`config.mk`:
```
export PLATFORM = sky130hd
export DESIGN_NAME = tone_scheduler
export DESIGN_NICKNAME = d
export VERILOG_FILES = /design/src/rtl/tone_pkg.sv /design/src/rtl/tone_ms_tick.sv /design/src/rtl/tone_scheduler.sv
export SDC_FILE = /design/constraint.sdc
export NUM_CORES = 1
export LEC_CHECK = 0
export ABC_AREA = 0
export CAP_MARGIN = 0
export CELL_PAD_IN_SITES_DETAIL_PLACEMENT = 0
export CELL_PAD_IN_SITES_GLOBAL_PLACEMENT = 1
export CORE_MARGIN = 2
export CORE_UTILIZATION = 40
export DETAILED_ROUTE_END_ITERATION = 16
export GPL_TIMING_DRIVEN = 0
export PLACE_DENSITY = 0.74
export SYNTH_ARGS = -nofsm -noshare
export SYNTH_HDL_FRONTEND = slang
export SYNTH_SLANG_ARGS = --single-unit
```
`constraint.sdc`:
```
create_clock -name clk -period 2.5 [get_ports clk]
set_clock_uncertainty 0.15 [all_clocks]
set_input_delay 0.25 -clock clk [delete_from_list [all_inputs] [get_ports clk]]
set_output_delay 0.25 -clock clk [all_outputs]
set_load 0.01 [all_outputs]
```
`src/rtl/tone_pkg.sv`:
```
// ---------------------------------------------------------------------------
// tone_pkg
// Shared types and constants for the tone scheduler:
//   note_t     - one melody entry: frequency word plus duration in ms
//   state_t    - scheduler states IDLE / MANUAL / NOTE / GAP
//   HZ_*       - frequency words for the three manual buttons
//   MELODY     - 16-entry melody table; an entry with dur_ms == 0 ends it
//   manual_hz  - maps a button vector to the highest-priority tone
// ---------------------------------------------------------------------------
package tone_pkg;

   localparam logic [14:0] HZ_LOW  = 15'd6000;
   localparam logic [14:0] HZ_MID  = 15'd15000;
   localparam logic [14:0] HZ_HIGH = 15'd30000;

   typedef struct packed {
      logic [14:0] hz;
      logic [9:0]  dur_ms;
   } note_t;

   typedef enum logic [1:0] {
      IDLE   = 2'd0,
      MANUAL = 2'd1,
      NOTE   = 2'd2,
      GAP    = 2'd3
   } state_t;

   // Entry 2 is the terminator, so the melody is two notes long.  The
   // remaining slots are spare and hold terminators as well, so extending
   // the melody only means editing entries in place.
   localparam note_t MELODY [16] = '{
      '{HZ_LOW, 10'd3},
      '{HZ_MID, 10'd2},
      '{15'd0,  10'd0},
      '{15'd0,  10'd0},
      '{15'd0,  10'd0},
      '{15'd0,  10'd0},
      '{15'd0,  10'd0},
      '{15'd0,  10'd0},
      '{15'd0,  10'd0},
      '{15'd0,  10'd0},
      '{15'd0,  10'd0},
      '{15'd0,  10'd0},
      '{15'd0,  10'd0},
      '{15'd0,  10'd0},
      '{15'd0,  10'd0},
      '{15'd0,  10'd0}
   };

   // btn[2] beats btn[1] beats btn[0]; no button gives a zero word.
   function automatic logic [14:0] manual_hz(input logic [2:0] b);
      logic [14:0] h;
      h = 15'd0;
      if (b[2])
         h = HZ_HIGH;
      else if (b[1])
         h = HZ_MID;
      else if (b[0])
         h = HZ_LOW;
      return h;
   endfunction

endpackage

```
`src/rtl/tone_ms_tick.sv`:
```
// ---------------------------------------------------------------------------
// tone_ms_tick
// Free-running divider producing a one-cycle pulse every millisecond.
// Parameters:
//   CLK_HZ  input clock frequency; the pulse period is CLK_HZ/1000 cycles
// Ports:
//   clk    in   system clock
//   rst_n  in   asynchronous active-low reset
//   tick   out  one-cycle pulse per millisecond
// ---------------------------------------------------------------------------
module tone_ms_tick #(
   parameter int CLK_HZ = 100_000_000
) (
   input  logic clk,
   input  logic rst_n,
   output logic tick
);

   // Clocks slower than 2 kHz degenerate to a pulse on every cycle.
   localparam int DIV = ((CLK_HZ / 1000) > 1) ? (CLK_HZ / 1000) : 1;
   localparam int CW  = (DIV > 1) ? $clog2(DIV) : 1;
   localparam logic [CW-1:0] LAST = CW'(DIV - 1);

   logic [CW-1:0] count;

   // Count 0..DIV-1 and register the wrap as the tick so the pulse is
   // glitch-free and exactly one cycle wide.
   always_ff @(posedge clk or negedge rst_n) begin
      if (!rst_n) begin
         count <= '0;
         tick  <= 1'b0;
      end else if (count == LAST) begin
         count <= '0;
         tick  <= 1'b1;
      end else begin
         count <= count + CW'(1);
         tick  <= 1'b0;
      end
   end

endmodule

```
`src/rtl/tone_scheduler.sv`:
```
// ---------------------------------------------------------------------------
// tone_scheduler
// Chooses what the speaker tone generator plays: a manual tone while a button
// is held, otherwise a melody from tone_pkg::MELODY started by 'play', with a
// silent gap between notes.  Buttons always win over the melody.
// Parameters:
//   CLK_HZ  clock frequency, used to derive the 1 ms tick
//   GAP_MS  silent gap between melody notes, in ms
// Ports:
//   clk       in   system clock
//   rst_n     in   asynchronous active-low reset
//   btn[2:0]  in   manual tone requests (asynchronous, active-high)
//   play      in   melody start request (asynchronous, rising edge)
//   hz        out  frequency word for the tone generator
//   tone_en   out  tone generator sounds while high
//   busy      out  high whenever the scheduler is not idle
//   note_idx  out  melody entry currently sounding or pending
// Build option:
//   TONE_SCHED_LOOP_EN  when defined the melody repeats from entry 0 instead
//                       of returning to IDLE at its end
// ---------------------------------------------------------------------------
module tone_scheduler
   import tone_pkg::*;
#(
   parameter int CLK_HZ = 100_000_000,
   parameter int GAP_MS = 20
) (
   input  logic        clk,
   input  logic        rst_n,
   input  logic [2:0]  btn,
   input  logic        play,
   output logic [14:0] hz,
   output logic        tone_en,
   output logic        busy,
   output logic [3:0]  note_idx
);

   localparam int GAP_W = (GAP_MS > 0) ? $clog2(GAP_MS + 1) : 1;
   localparam logic [GAP_W-1:0] GAP_LOAD = GAP_W'(GAP_MS);

   logic [2:0]       btn_meta, btn_sync;
   logic             play_meta, play_sync, play_prev;
   logic             tick;
   state_t           state, state_nxt;
   logic [3:0]       idx_nxt, idx_inc;
   logic [9:0]       dur_cnt, dur_nxt;
   logic [GAP_W-1:0] gap_cnt, gap_nxt;
   logic             btn_any, play_rise, last_entry;

   tone_ms_tick #(.CLK_HZ(CLK_HZ)) u_tick (
      .clk   (clk),
      .rst_n (rst_n),
      .tick  (tick)
   );

   // Two-flop synchronizers for the asynchronous inputs, plus one extra
   // stage on play so its rising edge can be detected after synchronizing.
   always_ff @(posedge clk or negedge rst_n) begin
      if (!rst_n) begin
         btn_meta  <= 3'b000;
         btn_sync  <= 3'b000;
         play_meta <= 1'b0;
         play_sync <= 1'b0;
         play_prev <= 1'b0;
      end else begin
         btn_meta  <= btn;
         btn_sync  <= btn_meta;
         play_meta <= play;
         play_sync <= play_meta;
         play_prev <= play_sync;
      end
   end

   assign btn_any   = |btn_sync;
   assign play_rise = play_sync & ~play_prev;
   assign idx_inc   = note_idx + 4'd1;

   // The melody ends after entry 15 or when the following entry is a
   // terminator, so a terminator is never entered as a sounding note.
   assign last_entry = (note_idx == 4'd15) || (MELODY[idx_inc].dur_ms == 10'd0);

   // State register together with the note index and the two ms counters.
   always_ff @(posedge clk or negedge rst_n) begin
      if (!rst_n) begin
         state    <= IDLE;
         note_idx <= 4'd0;
         dur_cnt  <= 10'd0;
         gap_cnt  <= '0;
      end else begin
         state    <= state_nxt;
         note_idx <= idx_nxt;
         dur_cnt  <= dur_nxt;
         gap_cnt  <= gap_nxt;
      end
   end

   // Next-state logic.  A held button aborts any melody; play edges only
   // matter in IDLE, and lose to a button arriving in the same cycle.  Note
   // and gap counters count down on ticks and hand over at the last tick.
   always_comb begin
      state_nxt = state;
      idx_nxt   = note_idx;
      dur_nxt   = dur_cnt;
      gap_nxt   = gap_cnt;
      case (state)
         IDLE: begin
            idx_nxt = 4'd0;
            if (btn_any) begin
               state_nxt = MANUAL;
            end else if (play_rise && (MELODY[0].dur_ms != 10'd0)) begin
               state_nxt = NOTE;
               dur_nxt   = MELODY[0].dur_ms;
            end
         end
         MANUAL: begin
            idx_nxt = 4'd0;
            if (!btn_any)
               state_nxt = IDLE;
         end
         NOTE: begin
            if (btn_any) begin
               state_nxt = MANUAL;
               idx_nxt   = 4'd0;
            end else if (tick) begin
               if (dur_cnt <= 10'd1) begin
                  state_nxt = GAP;
                  gap_nxt   = GAP_LOAD;
               end else begin
                  dur_nxt = dur_cnt - 10'd1;
               end
            end
         end
         GAP: begin
            if (btn_any) begin
               state_nxt = MANUAL;
               idx_nxt   = 4'd0;
            end else if (tick) begin
               if (gap_cnt <= GAP_W'(1)) begin
                  if (last_entry) begin
                     idx_nxt = 4'd0;
`ifdef TONE_SCHED_LOOP_EN
                     if (MELODY[0].dur_ms != 10'd0) begin
                        state_nxt = NOTE;
                        dur_nxt   = MELODY[0].dur_ms;
                     end else begin
                        state_nxt = IDLE;
                     end
`else
                     state_nxt = IDLE;
`endif
                  end else begin
                     state_nxt = NOTE;
                     idx_nxt   = idx_inc;
                     dur_nxt   = MELODY[idx_inc].dur_ms;
                  end
               end else begin
                  gap_nxt = gap_cnt - GAP_W'(1);
               end
            end
         end
         default: begin
            state_nxt = IDLE;
            idx_nxt   = 4'd0;
         end
      endcase
   end

   // Outputs decode straight from the state register, so the asynchronous
   // reset silences the speaker without waiting for a clock.  Manual tones
   // track the synchronized buttons live; the gap keeps the last note's word.
   always_comb begin
      hz      = 15'd0;
      tone_en = 1'b0;
      busy    = (state != IDLE);
      case (state)
         MANUAL: begin
            hz      = manual_hz(btn_sync);
            tone_en = 1'b1;
         end
         NOTE: begin
            hz      = MELODY[note_idx].hz;
            tone_en = 1'b1;
         end
         GAP: begin
            hz = MELODY[note_idx].hz;
         end
         default: begin
            hz = 15'd0;
         end
      endcase
   end

endmodule

```
==> flow_metrics.py <==
metrics = {
    "placement": {
        "dp_hpwl_um": 4180,
        "portBuffers": 23,
        "gp_congestion": 0.799,
        "place_ws_ns": -0.228,
        "place_area_sq_um": 3120,
    },
    "setup_path": {
        "arrival_ns": 2.53,
        "cp-start-kind": "register",
        "crit_family": "simple AND/OR/NAND/NOR gates",
        "rrSetupSlack_ns": 0.02,
        "crit_fanout": 8,
        "cp.required_ns": 2.55,
        "crit_slowest_cell": "or4_1",
        "critPathKind": "reg2reg",
        "cpPeakStageDelay_ns": 0.53,
        "path_buf_inv": 2,
        "worstPathCellList": "or4_1, buf_6, o31ai_4, nand2_2, and3_1, buf_4, mux2_4",
        "endpoint_kind": "register",
    },
    "final_layout": {
        "final_cell_mix": "dfrtp_1, nand2_1, inv_1",
        "fillers": 629,
        "drive_gt1_frac": 0.174,
        "nets": 340,
        "stdcell_area_sq_um": 3360,
        "utilization": 0.497,
        "final_common_cell": "dfrtp_1",
        "diodes": 0,
        "syn2layout_area_growth_pct": 21.5,
    },
    "synth": {
        "yosysSeqAreaShare": 0.435,
        "synthDistinctLibCells": 55,
        "yosys_register_bits": 48,
        "synthArstFlopShare": 1.00,
        "yosysWarningCount": 0,
        "netlist_area_sq_um": 2760,
        "avgSynthCellArea_sq_um": 9.76,
        "netlist_instances": 283,
        "ys_dominant_reg_cell": "dfrtp_1",
        "synth_edf_count": 0,
    },
    "clock_network": {
        "cts-root-buf": "clkbuf_8",
        "cts_buffer_depth": 2,
        "cts_tree": "built",
        "numCtsBuffers": 5,
        "clock-sinks": 48,
        "h-tree-depth": 2,
        "clk_pin_slew_ns": 0.09,
        "insertion_delay_ns": 0.30,
    },
    "job": {
        "cap_violations": 0,
    },
    "detailed_routing": {
        "wl_um": 5850,
        "drt-initial-drc-count": 110,
        "first_pass_iters": 4,
        "vias_per_cell": 5.35,
        "num_vias": 2149,
        "drc_errors": 0,
        "wl_per_cell_um": 14.5,
        "ant_nets": 0,
    },
    "sta": {
        "finalHoldViolCount": 0,
        "period_share": 0.993,
        "tightestPinTransition_ns": 0.516,
        "fin_ws_ns": 0.0186,
        "finalCriticalPeriod_ns": 2.48,
        "maxSlewHeadroom": 0.656,
        "finalMaxSlewViolations": 0,
        "fmax_mhz": 403,
        "rsz0062_at_grt": "yes",
        "finalSetupViolations": 0,
    },
    "global_routing": {
        "grt_max_degree": 35,
        "met1_usage": 0.229,
        "met3_usage": 0.0322,
        "grt.total_usage": 0.168,
        "antenna_found_initial": 0,
        "use_met2": 0.269,
        "grt_pass1_vias": 2088,
        "grt_pass1_wl_um": 10100,
        "grt.busiest_layer": "met2",
        "grt-ovfl-total": 0,
    },
    "floorplanning": {
        "die_w_um": 87.1,
        "dieArea_sq_um": 7590,
        "die_height_um": 87.1,
        "ioPinCount": 27,
        "initial_core_util": 0.409,
        "rows": 30,
        "coreArea_sq_um": 6760,
    },
    "power_and_ir_drop": {
        "vdd_drop_max_v": 0.000285,
        "powerDensity_nw_per_um2": 695,
        "power_leakage_uw": 0.00151,
    },
    "status": {
        "status": "finished, final reports clean",
    },
    "worst_hold_path": {
        "hp-class": "reg2reg",
    },
}
[area by class of cell]
type,count,area (sq um),share of cell area
clock buffers,5,68.8,0.0205
clock inverters,3,68.8,0.0205
multi-input cells,203,1460,0.435
flip-flops and latches,48,1200,0.359
plain buffers,15,104,0.0309
well taps,80,100,0.0298
inverters,18,67.6,0.0201
repair buffers,30,282,0.0839
[metrics by stage]
step                      hold slack, ns  TNS (ns)  std cells  total power [uW]
after floorplan                   -0.196         0        285              1310
after global placement             0.181    -19.57        388              1630
after detailed placement          0.0418    -0.965        389              1630
after CTS                          0.207   -0.0395        401              2330
after global routing               0.207   -0.0733        402              2480
final                              0.205         0        402              2330
[logic make-up (layout without fill, tap and decap cells)]
kind of cell / count (synthesis) / after routing / synth area share
flops: 48 / 48 / 0.435
other cells: 1 / 3 / 0.00136
simple gates: 108 / 108 / 0.217
compound gates: 58 / 58 / 0.156
mux: 3 / 3 / 0.0136
fa+ha+maj: 13 / 13 / 0.0589
xor+xnor: 18 / 18 / 0.0571
buf+inv: 34 / 71 / 0.0616
[sequential cells by signal (all words and copies together), names as in the netlist, 2 cells and up]
| register | count |
|---|---|
| state | 2 |
| dur_cnt | 10 |
| u_tick.count | 17 |
| note_idx | 4 |
| btn_sync | 3 |
| btn_meta | 3 |
| gap_cnt | 5 |
[final timing paths]
kind                       cells past startpoint         from     endpoint
max                                            7   dur_cnt[3]   dur_cnt[1]
min reg2reg                                    0  btn_meta[0]  btn_sync[0]
min                                            0  btn_meta[0]  btn_sync[0]
min in group asynchronous                      2        rst_n  btn_sync[2]
max reg2reg                                    7   dur_cnt[3]   dur_cnt[1]
max in group asynchronous                      3        rst_n    play_prev
[cell usage after synthesis, types with 9 or more instances]
master / instances / share of area
nand2_1: 21 / 0.029
ha_1: 13 / 0.059
dfrtp_1: 48 / 0.43
inv_1: 18 / 0.024
nor2_1: 17 / 0.023
buf_4: 9 / 0.024
and3_1: 10 / 0.023
o21ai_0: 16 / 0.029
nand3_1: 10 / 0.018
nor3_1: 12 / 0.022
a21oi_1: 10 / 0.018
xnor2_1: 11 / 0.035
[worst register-to-register path: cells and delay by family, from the launching register on]
family | cells | cell delay (ns)
mux | 1 | 0.29
flops | 1 | 0.45
compound gates | 1 | 0.32
buf+inv | 2 | 0.31
simple gates | 3 | 0.84
[metal layers]
metal	up-vias	part of all wire
met5	-	0
met4	0	0.013
met3	6	0.035
met2	33	0.49
met1	1033	0.47
li1	1077	-
[repair_timing]
item	4_1_cts	5_1_grt
endpoints found under the setup margin	18	18
pin swaps	6	3
buffers inserted	4	1
cloned	0	0
hold endpoints to repair	14	0
resized for setup	20	14
hold buffers	1	0
[report_power, final]
group	switching (uW)	total [uW]	internal, uW
sequential	35.2	841	806
clock	271	674	403
combinational	439	820	380
total	746	2330	1590
Power figures use the tool's default switching activity.
==> RTL change, RTL diff (same settings) <==
`CLK_HZ` is set to 100_000_000 in 2 places; all go to 400_000_000.
--- a/src/rtl/tone_ms_tick.sv
+++ b/src/rtl/tone_ms_tick.sv
@@ -9,7 +9,7 @@
 //   tick   out  one-cycle pulse per millisecond
 // ---------------------------------------------------------------------------
 module tone_ms_tick #(
-   parameter int CLK_HZ = 100_000_000
+   parameter int CLK_HZ = 400_000_000
 ) (
    input  logic clk,
    input  logic rst_n,
--- a/src/rtl/tone_scheduler.sv
+++ b/src/rtl/tone_scheduler.sv
@@ -22,7 +22,7 @@
 module tone_scheduler
    import tone_pkg::*;
 #(
-   parameter int CLK_HZ = 100_000_000,
+   parameter int CLK_HZ = 400_000_000,
    parameter int GAP_MS = 20
 ) (
    input  logic        clk,
Formal check against the unedited RTL: same outputs for any inputs over 10 cycles, from zero or initial values and one cycle with rst_n low; that may be too few to reach the edited logic, so the function may still have changed.
==> RTL change against the unedited design <==
- routed wire length shrank 9.1%
- total power shrank 20%
- critical path depth is the same
- sequential cell count grew 2
- cell area grew 0.63%
- via count shrank 3.3%
- worst setup slack gained 68 ps
- core utilization is essentially flat
- combinational power shrank 37%
- sequential power is essentially flat
- count of clock-buffer cells in the layout is the same
- synthesized area grew 1.1%
- largest power group unchanged
==> RTL change: results (changes against the unedited design) <==
Parameter                              Value

Synth
  Adder and majority gate portion of the synthesized area    5.82% (was 5.89%)
  Fraction of the mapped netlist area in compound gates    10.8% (was 15.6%)
  Seq/Total Area, Yosys    44.8% (was 43.5%)
  Fraction of synthesized area in multiplexers    3.94% (was 1.36%)
  Synthesized area per cell    9.84 sq um (was 9.76 sq um)
  Area share of xor/xnor cells in the synthesized design    6.90% (was 5.71%)

Worst setup path
  WP data arrival    2470 ps (was 2530 ps)
  Critical register-to-register path startpoint    note_idx[0] (was dur_cnt[3])
  Worst-path cell with the longest stage delay    sky130_fd_sc_hd__dfrtp_2 (was sky130_fd_sc_hd__or4_1)

Placement
  Routability congestion estimate from global placement    0.765 (was 0.799)
  Area after detailed placement    3170 sq um (was 3120 sq um)
  Setup Slack @ Placement    -428 ps (was -228 ps)

Pwr
  Leakage power of the design    1.50 nW (was 1.51 nW)
  Net Switching    0.572 mW (was 0.746 mW)
  Worst vdd rail ir drop    0.000243 V (was 0.000285 V)

Global routing
  Pin count of the biggest net entering global routing    39 (was 35)
  Met1 Track Usage GR    19.5% (was 22.9%)
  Routing usage on met3    2.54% (was 3.22%)
  Met2 track demand over resource    25.8% (was 26.9%)

Routing
  Met3 wirelength from detailed routing    89 um (was 203 um)
  Vias per inst    4.95 (was 5.35)
  Wire length on met1    2530 um (was 2730 um)

Layout
  Biggest regs    u_tick.count (19), dur_cnt (10), gap_cnt (5) (was u_tick.count (17), dur_cnt (10), gap_cnt (5))
  Post-layout instance count excluding filler cells    420 (was 402)
  Final-layout fill cell count    620 (was 629)

STA
  Worst Hold Margin    206 ps (was 205 ps)
  Slew margin rel.    40.3% (was 65.6%)

Clocking
  Resized Gates After CTS    35 (was 20)

Run status
  Status    completed (unchanged)
RTL change: cell types whose count changed in the layout (fill, tap and decap cells not counted), sizes merged, moves of 3 or more:
| cell | before | now |
|---|---|---|
| a21oi | 10 | 5 |
| and3 | 10 | 7 |
| clkdlybuf4s15 | 0 | 4 |
| dlygate4sd2 | 9 | 4 |
| mux2 | 3 | 8 |
| nand2 | 21 | 24 |
| nor2 | 17 | 22 |
| nor4 | 3 | 7 |
| o211ai | 3 | 0 |
| or4b | 5 | 1 |
| xor2 | 7 | 10 |
RTL change: cell type report:
cell class              count  area, sq um  area share, %
repair buffers             31          288           8.52
inverters                  19         71.3           2.11
multi-input cells         203         1440           42.7
plain buffers              13          104           3.07
flip-flops and latches     50         1250           37.1
well taps                  96          120           3.56
clock buffers               5         68.8           2.04
clock inverters             3         28.8          0.852
